$ cat config.mk
export PLATFORM = sky130hd
export DESIGN_NAME = rpc2_ctrl_status_sched
export DESIGN_NICKNAME = d
export VERILOG_FILES = /design/src/rtl/rpc2_ctrl_status_sched.sv
export SDC_FILE = /design/constraint.sdc
export NUM_CORES = 1
export LEC_CHECK = 0
export CAP_MARGIN = 20
export CORE_MARGIN = 5
export CORE_UTILIZATION = 45
export DETAILED_ROUTE_END_ITERATION = 16
export DONT_BUFFER_PORTS = 1
export PLACE_DENSITY = 0.67
export SLEW_MARGIN = 10
export SYNTH_ARGS = -nofsm -noshare
export SYNTH_HDL_FRONTEND = slang
export SYNTH_SLANG_ARGS = --single-unit
export TNS_END_PERCENT = 5
$ cat constraint.sdc
create_clock -name AXIr_ACLK -period 4.65 [get_ports AXIr_ACLK]
set_clock_uncertainty 0.15 [all_clocks]
set_input_delay 0.93 -clock AXIr_ACLK [delete_from_list [all_inputs] [get_ports AXIr_ACLK]]
set_output_delay 0.93 -clock AXIr_ACLK [all_outputs]
set_load 0.02 [all_outputs]
$ cat src/rtl/rpc2_ctrl_status_sched.sv
// Sticky error/stall status with interrupt generation, plus a drain/grant scheduler
// that quiesces AXI traffic before the controller configuration is rewritten.
module rpc2_ctrl_status_sched #(
    parameter int DRAIN_TIMEOUT = 255,
    parameter int QUIET_CYCLES  = 2
) (
    input  logic       AXIr_ACLK,
    input  logic       AXIr_ARESETN,
    input  logic       mem_rd_active,
    input  logic       mem_wr_active,
    input  logic       mem_wr_dec_status,
    input  logic       mem_wr_slv_status,
    input  logic       mem_wr_rsto_status,
    input  logic       mem_rd_dec_status,
    input  logic       mem_rd_slv_status,
    input  logic       mem_rd_rsto_status,
    input  logic       mem_rd_stall_status,
    input  logic [7:0] sts_clr,
    input  logic       ien_we,
    input  logic [7:0] ien_wdata,
    input  logic       cfg_req,
    input  logic       cfg_done,
    output logic [7:0] status,
    output logic [7:0] ien,
    output logic       irq,
    output logic       xfer_hold,
    output logic       cfg_grant,
    output logic       cfg_err,
    output logic [1:0] sched_state
);

    typedef enum logic [1:0] {
        S_IDLE    = 2'd0,
        S_DRAIN   = 2'd1,
        S_GRANT   = 2'd2,
        S_RELEASE = 2'd3
    } state_t;

    localparam logic [2:0] QUIET_LIM = 3'(QUIET_CYCLES);
    localparam logic [7:0] TMO_LIM   = 8'(DRAIN_TIMEOUT);

    logic [6:0] lvl_raw;
    logic [6:0] lvl_q;
    logic [6:0] lvl_prev_q;
    logic [7:0] status_q;
    logic [7:0] status_d;
    logic [7:0] ien_q;
    logic       irq_q;

    state_t     state_q;
    logic [2:0] quiet_q;
    logic [2:0] quiet_inc;
    logic [7:0] tmo_q;
    logic [7:0] tmo_inc;
    logic       hold_q;
    logic       grant_q;
    logic       err_q;
    logic       quiet_done;
    logic       tmo_fire;

    assign lvl_raw = {mem_rd_stall_status, mem_rd_rsto_status, mem_rd_slv_status,
                      mem_rd_dec_status, mem_wr_rsto_status, mem_wr_slv_status,
                      mem_wr_dec_status};

    always_comb begin
        quiet_inc  = (quiet_q == 3'd7) ? quiet_q : quiet_q + 3'd1;
        tmo_inc    = (tmo_q == 8'hFF) ? tmo_q : tmo_q + 8'd1;
        quiet_done = (quiet_q >= QUIET_LIM);
        // A reached quiet window takes priority over a timeout in the same cycle.
        tmo_fire   = (state_q == S_DRAIN) && cfg_req && !quiet_done && (tmo_inc >= TMO_LIM);
        // Clear first, then OR in new events so a coincident set wins.
        status_d   = (status_q & ~sts_clr) | {tmo_fire, lvl_q & ~lvl_prev_q};
    end

    always_ff @(posedge AXIr_ACLK) begin
        if (!AXIr_ARESETN) begin
            lvl_q      <= '0;
            lvl_prev_q <= '0;
            status_q   <= '0;
            ien_q      <= '0;
            irq_q      <= 1'b0;
        end else begin
            lvl_q      <= lvl_raw;
            lvl_prev_q <= lvl_q;
            status_q   <= status_d;
            irq_q      <= |(status_q & ien_q);
            if (ien_we) begin
                ien_q <= ien_wdata;
            end
        end
    end

    always_ff @(posedge AXIr_ACLK) begin
        if (!AXIr_ARESETN) begin
            state_q <= S_IDLE;
            quiet_q <= '0;
            tmo_q   <= '0;
            hold_q  <= 1'b0;
            grant_q <= 1'b0;
            err_q   <= 1'b0;
        end else begin
            err_q <= 1'b0;
            case (state_q)
                S_IDLE: begin
                    if (cfg_req) begin
                        state_q <= S_DRAIN;
                        quiet_q <= '0;
                        tmo_q   <= '0;
                        hold_q  <= 1'b1;
                    end
                end
                S_DRAIN: begin
                    quiet_q <= (mem_rd_active || mem_wr_active) ? 3'd0 : quiet_inc;
                    tmo_q   <= tmo_inc;
                    if (!cfg_req) begin
                        state_q <= S_IDLE;
                        hold_q  <= 1'b0;
                    end else if (quiet_done) begin
                        state_q <= S_GRANT;
                        grant_q <= 1'b1;
                    end else if (tmo_fire) begin
                        state_q <= S_IDLE;
                        hold_q  <= 1'b0;
                        err_q   <= 1'b1;
                    end
                end
                S_GRANT: begin
                    if (cfg_done || !cfg_req) begin
                        state_q <= S_RELEASE;
                        grant_q <= 1'b0;
                    end
                end
                default: begin
                    state_q <= S_IDLE;
                    hold_q  <= 1'b0;
                    grant_q <= 1'b0;
                end
            endcase
        end
    end

    assign status      = status_q;
    assign ien         = ien_q;
    assign irq         = irq_q;
    assign xfer_hold   = hold_q;
    assign cfg_grant   = grant_q;
    assign cfg_err     = err_q;
    assign sched_state = state_q;

endmodule
==> summary.md <==
| Metric | Value |
|---|---|
| Most common cell after layout, fill and taps aside | `dfxtp_1` |
| Worst EP required | `4.70 ns` |
| CTS resizes | `0` |
| CTS tree | `done` |
| FP Rows | `24` |
| Hold Path Class | `register to register` |
| Crit path DAT | `2.16 ns` |
| Final hold vios | `0` |
| Clock Sink Count | `47` |
| Status | `finished clean` |
| Maximum VDD drop | `0.000148 V` |
| R2r startpoint | `tmo_q[0]` |
| GRT Total Usage | `14.7%` |
| Final core occ | `49.5%` |
| # H-tree levels | `2` |
| DR pass1 iterations | `4` |
| Fmax | `474 MHz` |
| TNS Setup | `0 ns` |
| Synth Flop Type | `dfxtp_1` |
| Postcts setup bufs | `0` |
| Vias | `1562` |
| Relative slew margins | `39.0%` |
| Synthesized instance count | `226` |
| Sequential fraction of the synthesis area | `46.8%` |
| Max clock buf depth | `2` |
| Synth Warn # | `0` |
| Most frequent cells in the layout | `dfxtp_1, nor2_1, inv_1, and2_1, a21oi_1` |
| Syn Area/Cell | `8.90 um2` |
| Clk_lat worst skew | `0.30 ns` |
| GP Congestion | `0.889` |
| Crit start category | `register` |
| Placed wire-length estimate | `3080 um` |
| Layer with the highest usage | `met2` |
| Worst hold start | `lvl_q[6]` |
| Cells after DPL | `269` |
| Antenna violations before repair | `0` |
| Post-route ant nets | `0` |
| Via/cell ratio | `5.64` |
| Final net count | `257` |
| Synthesized area | `2010 um2` |
| Critical path class | `register to register` |
| Post-synth EDFFs | `0` |
| Critical path endpoint category | `register` |
| Tcrit/Tclk final | `45.4%` |
| Global route overflow | `0` |
| Routed WL per cell | `15.3 um` |
| Power density over the cells | `368 nW/um2` |
| Count of final max-slew check failures | `0` |
| Worst slew pin tran | `0.914 ns` |
| Fraction of registers with async set/reset | `0%` |
| CTS Root Cell | `clkbuf_8` |
| Die area | `5910 um2` |
| Final setup viols | `0` |
| Chip width | `76.9 um` |
| RSZ-0062 raised after global routing | `false` |
| M3 GR Usage | `5.50%` |
| Initial core utilization | `46.2%` |
| Vias in the first global route | `1472` |
| Drt drc | `0` |
| Maximum fanout along the worst path | `9` |
| Area Overhead vs Synth | `7.09%` |
| Max-Cap Viols | `0` |
| ANT cells | `0` |
| Hold-fix buffer count after cts | `0` |
| Syn_nets | `259` |
| Port Buffers | `0` |
| Drt initial violations | `92` |
| Share of layout cells above drive strength 1 | `6.22%` |
| GR Util met2 | `22.7%` |
| Reported leakage power | `0.836 nW` |
| Core ar. | `4350 um2` |
| Routed Wire Length | `4240 um` |
| Synth unique cells | `46` |
| Largest net degree at the start of global routing | `31` |
| Clock slew at reported path FFs | `0.09 ns` |
| Die Y | `76.9 um` |
| # IOs | `52` |
| Worst setup path startpoint | `tmo_q[0]` |
| Non-filler cells, final | `277` |
| Cts bufs inserted | `5` |
| Final Critical Period | `2.11 ns` |
| M1 GR Usage | `17.8%` |
| Register bit total from synthesis | `47` |
| First-pass GRT wire length | `7100 um` |
==> cell usage after synthesis (all sizes together) (2+ instances only) <==
master	count	share of area, %
nand2b	6	1.9
mux2i	9	4.5
a211oi	2	0.75
ha	3	1.9
nand2	6	1.1
o21ai	7	1.7
nor2	29	5.4
and4	3	1.3
and2	15	4.7
nor2b	3	0.93
o22ai	6	1.9
clkbuf	6	1.1
nand3	7	2.0
inv	17	3.2
nor3	6	1.5
o2111ai	2	0.87
a31oi	2	0.62
a22oi	7	2.6
dfxtp	47	47
nand4	4	1.6
buf	3	0.81
a21oi	14	3.5
and3	4	1.2
==> cells by family (layout without fill, tap and decap cells) <==
family	after synthesis	count (layout)	share of synthesized area (%)
flip-flops	47	47	46.8
multiplexers	10	10	5.04
buffers and inverters	26	25	5.10
AO/OA/AOI/OAI	51	51	16.6
AND/OR/NAND/NOR	89	89	24.6
adder cells (fa/ha/maj)	3	3	1.87
==> final timing paths <==
check	slack [ns]	end	cells past startpoint
max	2.54	sched_state[0]	6
min reg2reg	0.29	lvl_prev_q[6]	2
min	0.29	lvl_prev_q[6]	2
max reg2reg	2.54	sched_state[0]	6
==> state kept, by name, summed over array words and instances, names as in the netlist <==
name / cells
sched_state: 2
xfer_hold: 1
status: 8
cfg_err: 1
quiet_q: 3
lvl_q: 7
cfg_grant: 1
lvl_prev_q: 7
ien: 8
irq: 1
tmo_q: 8
==> critical path: stages (launching register included) <==
cell	delay [ns]
dfxtp_1	0.49
ha_1	0.31
nand3_1	0.17
o21ai_0	0.24
nor4b_4	0.25
nand4_1	0.15
a31o_1	0.24
==> layout make-up <==
class	instances	area, um2
Sequential cell	47	941
Clock buffer	5	68.8
Multi-Input combinational cell	153	968
Fill cell	402	2200
Clock inverter	3	47.5
Tap cell	52	65.1
Inverter	17	63.8
==> stage by stage <==
stage / total power [mW] / area [um2] / setup WS [ns] / hold slack, ns
after floorplan: 0.489 / 2010 / 2.39 / 0.261
after global placement: 0.498 / 2040 / 2.29 / 0.274
after detailed placement: 0.498 / 2040 / 2.26 / 0.277
after CTS: 0.803 / 2150 / 2.57 / 0.291
after global routing: 0.834 / 2150 / 2.39 / 0.315
final: 0.792 / 2150 / 2.54 / 0.286
==> report_power, final <==
group          total (mW)  switching, mW  internal, mW  leakage [nW]
combinational      0.0445         0.0238        0.0208         0.392
sequential          0.444         0.0250         0.419         0.385
clock               0.304          0.142         0.163        0.0587
==> metal layers <==
metal	vias up	part of all wire, %
met4	0	1.8
met1	711	44
met3	6	6.9
met2	49	47
li1	796	-
met5	-	0
(Power assumes the default switching activity.)
